$ cat src/rtl/icache_refill_controller.sv
// Instruction-cache miss handler: issues one line-aligned burst read per miss,
// forwards the returned words to the cache and discards beats after a flush.
module icache_refill_controller #(
    parameter int DATA_LENGTH = 32,
    parameter int LINE_SIZE   = 64
) (
    input  logic                   clk,
    input  logic                   rst_n,
    input  logic                   flush,
    input  logic                   miss_detected,
    input  logic [31:0]            miss_addr,
    input  logic                   refill_complete,
    output logic                   refill_valid,
    output logic [DATA_LENGTH-1:0] refill_data,
    output logic                   mem_req_valid,
    input  logic                   mem_req_ready,
    output logic [31:0]            mem_req_addr,
    input  logic                   mem_resp_valid,
    input  logic [DATA_LENGTH-1:0] mem_resp_data,
    output logic                   busy,
    output logic                   fetch_stall,
    output logic                   proto_err
);

    localparam int WORDS_PER_LINE    = LINE_SIZE / (DATA_LENGTH / 8);
    localparam int BLOCK_OFFSET_BITS = $clog2(LINE_SIZE);
    localparam int CNT_W             = $clog2(WORDS_PER_LINE) + 1;
    localparam logic [CNT_W-1:0] LAST_BEAT = CNT_W'(WORDS_PER_LINE - 1);

    typedef enum logic [2:0] {
        IDLE,
        REQ,
        FILL,
        WAIT_DONE,
        DRAIN,
        RESUME
    } state_t;

    state_t                 state_reg, state_next;
    logic [CNT_W-1:0]       beat_cnt_reg, beat_cnt_next;
    logic                   flush_pend_reg, flush_pend_next;
    logic [31:0]            addr_reg, addr_next;
    logic                   refill_valid_reg, refill_valid_next;
    logic [DATA_LENGTH-1:0] refill_data_reg, refill_data_next;
    logic                   proto_err_reg, proto_err_next;
    logic [31:0]            aligned_addr;

    assign aligned_addr = {miss_addr[31:BLOCK_OFFSET_BITS], {BLOCK_OFFSET_BITS{1'b0}}};

    always_ff @(posedge clk or negedge rst_n) begin
        if (!rst_n) begin
            state_reg        <= IDLE;
            beat_cnt_reg     <= '0;
            flush_pend_reg   <= 1'b0;
            addr_reg         <= '0;
            refill_valid_reg <= 1'b0;
            refill_data_reg  <= '0;
            proto_err_reg    <= 1'b0;
        end else begin
            state_reg        <= state_next;
            beat_cnt_reg     <= beat_cnt_next;
            flush_pend_reg   <= flush_pend_next;
            addr_reg         <= addr_next;
            refill_valid_reg <= refill_valid_next;
            refill_data_reg  <= refill_data_next;
            proto_err_reg    <= proto_err_next;
        end
    end

    always_comb begin
        state_next        = state_reg;
        beat_cnt_next     = beat_cnt_reg;
        flush_pend_next   = flush_pend_reg;
        addr_next         = addr_reg;
        refill_valid_next = 1'b0;
        refill_data_next  = refill_data_reg;
        proto_err_next    = proto_err_reg;

        case (state_reg)
            IDLE: begin
                if (miss_detected && !flush) begin
                    addr_next  = aligned_addr;
                    state_next = REQ;
                end
            end

            REQ: begin
                if (flush) begin
                    flush_pend_next = 1'b1;
                end
                if (mem_req_ready) begin
                    beat_cnt_next = '0;
                    state_next    = (flush_pend_reg || flush) ? DRAIN : FILL;
                end
            end

            FILL: begin
                if (mem_resp_valid) begin
                    beat_cnt_next = beat_cnt_reg + 1'b1;
                    if (!flush) begin
                        refill_valid_next = 1'b1;
                        refill_data_next  = mem_resp_data;
                    end
                end
                if (flush) begin
                    // A flush that coincides with the final beat has nothing left to drain.
                    if (mem_resp_valid && beat_cnt_reg == LAST_BEAT) begin
                        flush_pend_next = 1'b0;
                        state_next      = IDLE;
                    end else begin
                        flush_pend_next = 1'b1;
                        state_next      = DRAIN;
                    end
                end else if (mem_resp_valid && beat_cnt_reg == LAST_BEAT) begin
                    state_next = WAIT_DONE;
                end
            end

            DRAIN: begin
                if (mem_resp_valid) begin
                    beat_cnt_next = beat_cnt_reg + 1'b1;
                    if (beat_cnt_reg == LAST_BEAT) begin
                        flush_pend_next = 1'b0;
                        state_next      = IDLE;
                    end
                end
            end

            WAIT_DONE: begin
                if (refill_complete) begin
                    state_next = RESUME;
                end else if (flush) begin
                    state_next = IDLE;
                end
            end

            RESUME: begin
                // The cache's registered miss flag is still stale here, so it is ignored.
                state_next = IDLE;
            end

            default: begin
                state_next = IDLE;
            end
        endcase

        if (mem_resp_valid && state_reg != FILL && state_reg != DRAIN) begin
            proto_err_next = 1'b1;
        end
    end

    assign refill_valid  = refill_valid_reg;
    assign refill_data   = refill_data_reg;
    assign mem_req_valid = (state_reg == REQ);
    assign mem_req_addr  = addr_reg;
    assign busy          = (state_reg != IDLE);
    assign fetch_stall   = busy | miss_detected;
    assign proto_err     = proto_err_reg;

endmodule
$ cat config.mk
export PLATFORM = sky130hd
export DESIGN_NAME = icache_refill_controller
export DESIGN_NICKNAME = d
export VERILOG_FILES = /design/src/rtl/icache_refill_controller.sv
export SDC_FILE = /design/constraint.sdc
export NUM_CORES = 1
export LEC_CHECK = 0
export ABC_AREA = 1
export CAP_MARGIN = 20
export CORE_UTILIZATION = 38
export CTS_BUF_LIST = sky130_fd_sc_hd__clkbuf_2
export DETAILED_ROUTE_END_ITERATION = 7
export GPL_TIMING_DRIVEN = 0
export PLACE_DENSITY = 0.88
export SKIP_CTS_REPAIR_TIMING = 1
export SLEW_MARGIN = 30
export SYNTH_ARGS = -nofsm -noshare
export SYNTH_HDL_FRONTEND = slang
export SYNTH_SLANG_ARGS = --single-unit
$ cat constraint.sdc
create_clock -name clk -period 1.35 [get_ports clk]
set_input_delay 0.27 -clock clk [delete_from_list [all_inputs] [get_ports clk]]
set_output_delay 0.27 -clock clk [all_outputs]
set_load 0.01 [all_outputs]
After elaboration in Yosys (flattened, before gate mapping):

Index checks and enable logic that the tools add are counted.

* add/sub/neg operators: 1
* multipliers: 0
* div/mod/pow operators: 0
* $lt $le $gt $ge: 0
* equal/unequal tests: 16
* shifts and indexed selects: 0
* multiplexer cells: 23
* bitwise gates (word level): 2
* reductions and logical operators: 16

Operators with widths (count)
* 3-bit two-way mux: 10
* 3-bit one-hot mux with 5 select lines: 1
* 5-bit two-way mux: 2
* 2-bit != test, second input constant: 5
* 5-bit one-hot mux with 2 select lines: 1
* 3-bit != test, second input constant: 3
* 1-bit two-way mux: 8
* 3-bit by 2-bit == test with 1-bit output, second input constant: 2
* 3-bit AND reduction: 2
* 6-bit AND reduction: 1
* 3-bit nonzero test: 2
* 5-bit by 1-bit adder with 5-bit output, second input constant: 1
* 5-bit by 4-bit == test with 1-bit output, second input constant: 1
* 5-bit AND reduction: 1
* 1-bit logical AND: 4
* 2-bit by 1-bit != test with 1-bit output, second input constant: 2
* 3-bit by 1-bit == test with 1-bit output, second input constant: 1
* 3-bit == test, second input constant: 1
* 3-bit logical NOT: 1
* 3-bit by 2-bit != test with 1-bit output, second input constant: 1
* 1-bit one-hot mux with 3 select lines: 1
* 2-bit AND reduction: 1
* 2-bit nonzero test: 1
* 2-bit OR reduction: 1
* 4 further kinds: 4

* register bits: 69
* latch bits: 0
* RAM bits: 0
* memory bits (read-only): 0
* output and inout port bits: 69
* logic and storage cells: 65
* memories: 0

Logic depth before layout (Yosys ltp):

Gate-level depths: netlist (run 1).

* depth after elaboration: 5
* mapped depth: 11

Worst setup path before layout (run 1):

No wires, ideal clock.

* path kind: flip-flop to flip-flop
* from: register beat_cnt_reg[0]
* to: register state_reg[0]
* arrival: 1345 ps
* required time: 1227 ps
* setup slack: -118 ps
* cell stages (with the launch flop): 11
* cell sequence: dfrtp_1 -> ha_1 -> nand2_1 -> nor2_1 -> ha_1 -> nand2_1 -> nand3_1 -> nand3_1 -> inv_1 -> nand3_1 -> nand2_1

* cells in the longest elaborated chain, start to end: 4
* elaborated cells between the ends (all ways): 5

Ends and longest elaborated chain
* start: declaration: line 40 `logic [CNT_W-1:0] beat_cnt_reg, beat_cnt_next;`
* start signal: assignment: line 61 `beat_cnt_reg <= beat_cnt_next;`
* 5-bit by 4-bit == test with 1-bit output *: line 114, 122
* 1-bit logical AND: line 114 `end else if (mem_resp_valid && beat_cnt_reg == LAST_BEAT) begin`
* 3-bit != test (no source line)
* 6-bit AND reduction (no source line) *
* end signal: assignment: line 60 `state_reg <= state_next;`
* end: declaration: line 39 `state_t state_reg, state_next;`

Every way passes the cells marked *; elsewhere a longest branch is shown, timed or not.
A chain may end at the register's enable or synchronous reset.

Worst setup path after layout (run 1):

* from: register state_reg[1]
* to: output port fetch_stall

* cells in the longest elaborated chain, start to end: 2

Ends and longest elaborated chain
* 3-bit nonzero test: line 156 `assign busy = (state_reg != IDLE);`
* 1-bit bitwise OR: line 157 `assign fetch_stall = busy | miss_detected;`
* end: declaration: line 21 `output logic fetch_stall,`

No other way between the ends.

==> flow_summary.ini, run 1 <==
[pwr]
peakVddDrop_mv = 0.979
p_comb_share_pct = 47.1
power_leakage_nw = 2.81
power_switching_mw = 3.33
powerDensity_nw_per_um2 = 1740
p_seq_share_pct = 35.6
internal_power_mw = 5.65
p_sw_share_pct = 37.1
clkPwrFrac_pct = 17.3

[synthesis]
synth_fa_ha_area_share_pct = 0.838
yosys_warnings = 0
synth_top_family_by_area = simple AND/OR/NAND/NOR gates
synth_mux_area_share_pct = 0
synth_xor_area_share_pct = 0.293
synth_compound_area_share_pct = 6.37
synth.avg_cell_area_um2 = 8.44
yosys.area_share.simple_pct = 24.9
seq_area_frac_synth_pct = 57.8
synthCells = 354
synth_cell_types = 24
syn_area_um2 = 2990
ys_ff_latch = 69

[placed_design]
gp_congestion = 0.912
portBuffers = 127
hpwl_um = 5440
placed_area_um2 = 4440

[critical_path]
cp-end-kind = primary output
regToRegStartpoint = beat_cnt_reg[0]
reg2regPathDepth = 11
worstPathArrival_ns = 1.65
worstPathRequired_ns = 1.08
worstSetupPathType = reg -> out
rrSetupSlack_ns = -0.30
r2r_end = state_reg[2]
cp-start-kind = flop
path_max_fanout = 4

[layout]
syn2layout_area_growth_pct = 72.2
final_util_pct = 69.4
area.sequential_um2 = 1730
largest_register_ff_count = 32
fin_area_um2 = 5140
fin_nets = 626
antenna_cells = 0
multi_input_area_um2 = 1260
num-fill-cells = 537
layout-drive-gt1-share_pct = 39.1

[timing]
period_share_pct = 142
fin_setup_tns_ns = -7.55
period_needed_ns = 1.92
finalSetupViolCount = 68
fmax_mhz = 521
rsz0062_at_grt = yes
clock-skew-final_ns = 0.0113
worst_slack_ns = -0.568
hold_viol = 0
slew_viol_final = 0

[floorplan]
die_w_um = 90.7
rows = 31
design.core.area_um2 = 7410
io_pins = 140
dieHeight_um = 90.7
initial_utilization_pct = 40.3
die_area_um2 = 8220

[drt]
wl_met3_um = 527
first_iter_violations = 125
vias = 3098
first_pass_iters = 4
wl_met2_um = 4770
via_per_inst = 4.72
routed_wl_um = 9150
postRouteAntennaNets = 0
met1_length_um = 3700
detail_route.wl_per_cell_um = 13.9
top_layer = met4
drc = 0

[outcome]
outcome = complete, but fails checks
violations = setup timing

[grt]
overflow = 0
antenna_found_initial = 0
grt_pass1_wl_um = 12000
grt_max_degree = 37
first_global_vias = 2668
track_usage_pct = 18.3

[clock_network]
insertion_delay_ns = 0.49
tritoncts = done
ctsLongestPathBuffers = 2
numClockSinks = 69
cts_max_level = 3
cts_buffers = 9
ctsRootBufferMaster = clkbuf_2
clk_pin_slew_ns = 0.19

[min_path]
hold_path.class = in -> async

[job]
maxCapViolations = 0
==> logic make-up after synthesis <==
logic type	count (synthesis)
adders and majority gates	2
DFF	69
other	1
xor gates and xnor gates	1
AOI/OAI and AO/OA	37
and+or+nand+nor	182
buffers and inverters	62
==> power by group through the flow <==
stage          logic (mW)  registers, mW  clock network [mW]
4_1_cts              3.49           3.18                1.59
5_1_grt              4.58           3.26                1.67
6_report             4.23           3.19                1.55
3_5_place_dp         3.48           3.21                   0
2_1_floorplan        1.28           3.48                   0
3_3_place_gp         3.37           3.19                   0
==> layout make-up <==
type                       count  area share, %
buffer                        18           3.72
clock buffer                  10          0.973
timing repair inverter         1          0.170
tap                           99           2.41
timing repair buffer         180           28.8
inverter                      44           3.65
clock inverter                 6           2.16
sequential                    69           33.6
multi-input combinational    230           24.5
==> worst max-delay path, cell delays in order, from the launching register on <==
cell	delay (ns)
dfrtp_2	0.46
buf_6	0.14
nor2_4	0.12
nand2_2	0.09
or2_4	0.23
buf_6	0.12
==> cells in the final DEF (no fill, tap or decap), types with 6 or more instances in the layout <==
cell,synthesis,final
buf_6,3,23
clkbuf_2,0,67
o21ai_1,10,19
conb_1,1,6
nand3_1,13,7
nand2_2,1,35
o21ai_0,24,15
nand2_4,0,8
buf_4,7,45
clkdlybuf4s50_1,0,63
inv_1,42,39
nand2_1,151,109
dfrtp_1,69,67
nor2_1,8,6
==> metrics by stage <==
stage / std cells / power (mW) / worst slack, ns / hold slack, ns
after floorplan: 359 / 4.76 / -0.0269 / -0.0256
after CTS: 602 / 8.26 / -1.03 / -0.325
after detailed placement: 586 / 6.69 / -0.451 / 0.250
final: 657 / 8.98 / -0.568 / 0.241
after global placement: 585 / 6.56 / -2.19 / 0.463
after global routing: 657 / 9.51 / -0.611 / 0.243
==> worst max-delay path by stage <==
stage                    startpoint              end  slack, ns
floorplan           beat_cnt_reg[0]     state_reg[0]      -0.03
global placement              rst_n  refill_data[31]      -2.19
detailed placement     state_reg[1]      fetch_stall      -0.45
CTS                    state_reg[1]      fetch_stall      -1.03
global route           state_reg[1]      fetch_stall      -0.61
finish                 state_reg[1]      fetch_stall      -0.57
==> cell usage after synthesis <==
master	count	area, µm²
o21bai_1	2	15.0
dfrtp_1	69	1730
inv_2	1	3.75
clkinv_2	1	5.00
nand2_2	1	6.26
or2_2	1	6.26
nand2_1	151	567
o21ai_1	10	50.1
inv_1	42	158
conb_1	1	3.75
buf_6	3	33.8
xor2_1	1	8.76
nand3_2	1	10.0
nor2_1	8	30.0
nand4_1	4	25.0
ha_1	2	25.0
nand3_1	13	65.1
a21oi_1	1	5.00
nand4_2	1	12.5
o21ai_0	24	120
buf_4	7	52.6
clkbuf_1	3	11.3
nor2_4	2	22.5
buf_2	5	25.0
==> metal layers <==
metal	up-vias	track usage, %
met5	-	0
met2	118	30.9
met1	1481	21.7
met3	15	5.39
met4	0	7.80
li1	1484	-
Power figures use the tool's default switching activity.
==> run 2: changes to the inputs <==
- clock period: 1.35 -> 1.7 ns (I/O delays scaled with it)
==> run 2 against run 1 <==
Against the previous run: the flow still finishes with violations (setup timing); cell area shrank 5.0%; combinational power shrank 29%; die area is the same; critical path type unchanged; setup slack gained 0.38 ns; register-to-register slack gained 0.29 ns; global-route usage grew 0.85 points; sequential cell count is the same; count of clock-buffer cells in the layout grew 1; utilization shrank 3.5 points; highest routed layer unchanged; wire length shrank 12%.
==> flow_summary.ini, run 2 (synthesis gave the netlist of run 1 again) <==
[timing]
hold_viol = 0
period_needed_ns = 1.89
worst_slack_ns = -0.192
finalSetupViolCount = 4
slew_viol_final = 0
fmax_mhz = 529
fin_setup_tns_ns = -0.258
period_share_pct = 111
rsz0062_at_grt = yes
clock-skew-final_ns = 0.0247

[clock_network]
cts_buffers = 9
tritoncts = done
insertion_delay_ns = 0.46
clk_pin_slew_ns = 0.18
ctsLongestPathBuffers = 2
numClockSinks = 69
cts_max_level = 3
ctsRootBufferMaster = clkbuf_2

[layout]
fin_nets = 599
final_common_cell = nand2_1
antenna_cells = 0
layout-drive-gt1-share_pct = 14.1
syn2layout_area_growth_pct = 63.6
num-fill-cells = 563
layout_common_cells = nand2_1 (149), dfrtp_1 (68), clkdlybuf4s50_1 (63)
largest_register_ff_count = 32

[critical_path]
path_max_fanout = 10
worstSetupPathType = reg -> out
cp-end-kind = primary output
worstPathArrival_ns = 1.55
regToRegStartpoint = beat_cnt_reg[0]
worstPathRequired_ns = 1.36
rrSetupSlack_ns = -0.01
reg2regPathDepth = 10
r2r_end = state_reg[2]
cp-start-kind = flop

[outcome]
violations = setup timing
outcome = complete, but fails checks

[min_path]
hold_path.class = in -> async

[drt]
first_iter_violations = 124
postRouteAntennaNets = 0
top_layer = met4
wl_met2_um = 4150
drc = 0
routed_wl_um = 8050
wl_met3_um = 365
detail_route.wl_per_cell_um = 12.8
via_per_inst = 4.47
first_pass_iters = 5
met1_length_um = 3340
vias = 2818

[pwr]
peakVddDrop_mv = 0.719
powerDensity_nw_per_um2 = 1280
power_leakage_nw = 3.33

[floorplan]
initial_utilization_pct = 40.3
die_w_um = 90.7
rows = 31
design.core.area_um2 = 7410
io_pins = 140
dieHeight_um = 90.7
die_area_um2 = 8220

[grt]
grt_pass1_wl_um = 12600
overflow = 0
grt_max_degree = 39
antenna_found_initial = 0
track_usage_pct = 19.2
first_global_vias = 2737

[placed_design]
hpwl_um = 5570
gp_congestion = 0.854
portBuffers = 127
place_ws_ns = -0.253

[job]
maxCapViolations = 0
==> run 2: cell count changes in the layout (fill, tap and decap cells not counted), moves of 4 or more <==
cell	delta
nand2_4	-8
clkbuf_2	-55
buf_4	-11
nand2_2	-32
dlymetal6s2s_1	+61
buf_6	-18
nand2_1	+40
nand3_4	-5
o21ai_0	+9
o21ai_1	-9
nand3_1	+4
==> run 2: metrics by stage <==
| step | instance area (µm²) | utilization [%] | instances | total power [mW] | hold WS [ns] |
|---|---|---|---|---|---|
| global route | 4890 | 66.0 | 630 | 6.74 | 0.311 |
| global placement | 4400 | 59.4 | 585 | 5.20 | 0.462 |
| floorplan | 3010 | - | 359 | 3.76 | 0.0444 |
| CTS | 4500 | 60.8 | 602 | 6.05 | -0.257 |
| detailed placement | 4420 | 59.7 | 586 | 5.29 | 0.307 |
| finish | 4890 | 66.0 | 630 | 6.27 | 0.348 |
==> run 2: per-layer routing <==
| layer | GRT usage (%) | up-vias |
|---|---|---|
| met4 | 8.20 | 0 |
| met2 | 32.2 | 103 |
| li1 | - | 1416 |
| met3 | 4.21 | 19 |
| met5 | 0 | - |
| met1 | 23.7 | 1280 |
==> run 2: how the worst max path moves through the flow <==
stage | startpoint | to | slack, ns | depth (start not counted)
6_report | state_reg[2] | fetch_stall | -0.19 | 4
5_1_grt | state_reg[2] | fetch_stall | -0.28 | 4
4_1_cts | state_reg[1] | fetch_stall | -0.71 | 4
3_5_place_dp | miss_detected | fetch_stall | -0.25 | 3
3_3_place_gp | rst_n | refill_data[17] | -1.95 | 1
2_1_floorplan | beat_cnt_reg[0] | state_reg[0] | 0.23 | 10
==> run 2: layout make-up <==
class | count | area [µm²] | share of cell area, %
Clock buffer | 11 | 55.1 | 1.13
Inverter | 44 | 166 | 3.40
Multi-Input combinational cell | 228 | 1010 | 20.7
Tap cell | 99 | 124 | 2.53
Clock inverter | 5 | 27.5 | 0.563
Sequential cell | 69 | 1730 | 35.3
Timing Repair Buffer | 156 | 1650 | 33.8
Buffer | 18 | 126 | 2.59
==> run 2: power breakdown <==
group / total (mW) / switching (mW) / internal (mW)
combinational: 3.02 / 1.41 / 1.61
clock: 0.742 / 0.545 / 0.196
sequential: 2.51 / 0.315 / 2.20
total: 6.27 / 2.27 / 4.01
==> run 2: worst max-delay path, cell delays in order, from the launching register on <==
cell and delay [ns]:
dfrtp_1 0.47, inv_2 0.19, nand2_2 0.09, or2_4 0.23
buf_6 0.12
==> run 3: changes to the inputs <==
- CORE_UTILIZATION: 38 -> 55
- DONT_BUFFER_PORTS: unset -> 1
- PLACE_DENSITY: 0.88 -> 0.7
==> run 3 against run 2 <==
Against the previous run: the run ends with hold timing, setup timing left; sequential share of layout area up 9.8 points; wire length fell by 12%; critical path depth unchanged; sequential power rose by 15%; total power fell by 17%; setup slack better by 0.068 ns; clock skew is 0.013 ns lower; first-iteration DRC count is 23% lower; combinational power down 52%; fmax up 3.7%; clock power up 21%; critical path type unchanged; largest cell class is now registers.
==> flow_summary.ini, run 3 (synthesis gave the netlist of run 1 again) <==
[placed_design]
portBuffers = 0
place_ws_ns = 0.0898
placed_area_um2 = 3090
hpwl_um = 4350
gp_congestion = 0.846
dpl.cell_count = 429

[timing]
fmax_mhz = 548
period_share_pct = 107
period_needed_ns = 1.82
finalSetupViolCount = 1
fin_setup_tns_ns = -0.124
slew_viol_final = 0
worst_slack_ns = -0.124
hold_viol = 69
clock-skew-final_ns = 0.0121
rsz0062_at_grt = yes
whs_ns = -0.467

[floorplan]
design.core.area_um2 = 5170
dieHeight_um = 75.7
io_pins = 140
die_area_um2 = 5730
die_w_um = 75.7
initial_utilization_pct = 57.8
rows = 26

[clock_network]
tritoncts = done
ctsLongestPathBuffers = 2
cts_max_level = 3
insertion_delay_ns = 0.46
clk_pin_slew_ns = 0.19
ctsRootBufferMaster = clkbuf_2
cts_buffers = 9
numClockSinks = 69

[layout]
finalNonFillerCells = 505
syn2layout_area_growth_pct = 28.0
layout-drive-gt1-share_pct = 10.6
antenna_cells = 0
fin_nets = 503
layout_common_cells = nand2_1 (150), dfrtp_1 (68), dlygate4sd3_1 (57)
final_util_pct = 73.9
fin_area_um2 = 3820
largest_register_ff_count = 32
final_common_cell = nand2_1
num-fill-cells = 384

[critical_path]
path_cells = buf_6, nor2_4, nand2_4, or2_4
regToRegStartpoint = beat_cnt_reg[0]
crit_slowest_cell = dfrtp_1
cp-end-kind = primary output
worstSetupPathType = reg -> out
worstPathArrival_ns = 1.48
endpoint = fetch_stall
r2r_end = state_reg[0]
rrSetupSlack_ns = 0.07
worstPathRequired_ns = 1.36
path_max_fanout = 7
cp-start-kind = flop
worst_path_largest_cell_delay_ns = 0.41
reg2regPathDepth = 10
cp-startpoint = state_reg[0]

[drt]
vias = 2506
detail_route.wl_per_cell_um = 14.0
drc = 0
first_pass_iters = 4
first_iter_violations = 96
routed_wl_um = 7060
via_per_inst = 4.96
postRouteAntennaNets = 0

[pwr]
peakVddDrop_mv = 0.868
power_leakage_nw = 2.08
powerDensity_nw_per_um2 = 1370
finalPower_mw = 5.23

[job]
maxCapViolations = 0

[grt]
overflow = 0
track_usage_pct = 21.1
grt_pass1_wl_um = 8690
antenna_found_initial = 0
first_global_vias = 1966
grt_max_degree = 70

[outcome]
violations = hold timing, setup timing
outcome = complete, but fails checks

[min_path]
hold_path.class = in -> async
-- run 3: changes by cell type in the layout (fill, tap and decap cells not counted), moves of 2 or more --
cell and change:
clkdlybuf4s50_1 -63, dlymetal6s2s_1 -61, nand2_2 -2, clkbuf_2 -3
buf_4 -25, dlygate4sd3_1 +56
-- run 3: layer usage --
layer  up-vias  global-route usage (%)  wire [µm]
met5         -                       0          0
met4         0                    11.5        100
met3        12                    6.75        492
met2       100                    32.9       3600
met1      1174                    26.1       2860
li1       1220                       -          -
-- run 3: power by group --
group,internal [mW],switching (mW)
clock network,0.333,0.568
logic,0.621,0.835
registers,2.20,0.679
-- run 3: final cells by class --
class	count	area [µm²]	share of cell area, %
clock buffers	9	45.0	1.18
flip-flops and latches	69	1730	45.2
repair buffers	60	593	15.5
multi-input cells	228	1010	26.5
clock inverters	7	65.1	1.70
well taps	70	87.6	2.29
inverters	44	166	4.35
plain buffers	18	126	3.30
-- run 3: worst min-delay path by stage --
| stage | end | from | depth (start not counted) |
|---|---|---|---|
| 2_1_floorplan | beat_cnt_reg[0] | rst_n | 0 |
| 3_3_place_gp | state_reg[0] | rst_n | 0 |
| 3_5_place_dp | state_reg[1] | rst_n | 0 |
| 4_1_cts | refill_data[28] | rst_n | 0 |
| 5_1_grt | state_reg[1] | rst_n | 0 |
| 6_report | state_reg[1] | rst_n | 0 |
-- run 3: critical path, delay by kind of cell (launching register included) --
| family | cells | cell delay, ns |
|---|---|---|
| buffers and inverters | 1 | 0.13 |
| and+or+nand+nor | 3 | 0.48 |
| DFF | 1 | 0.41 |
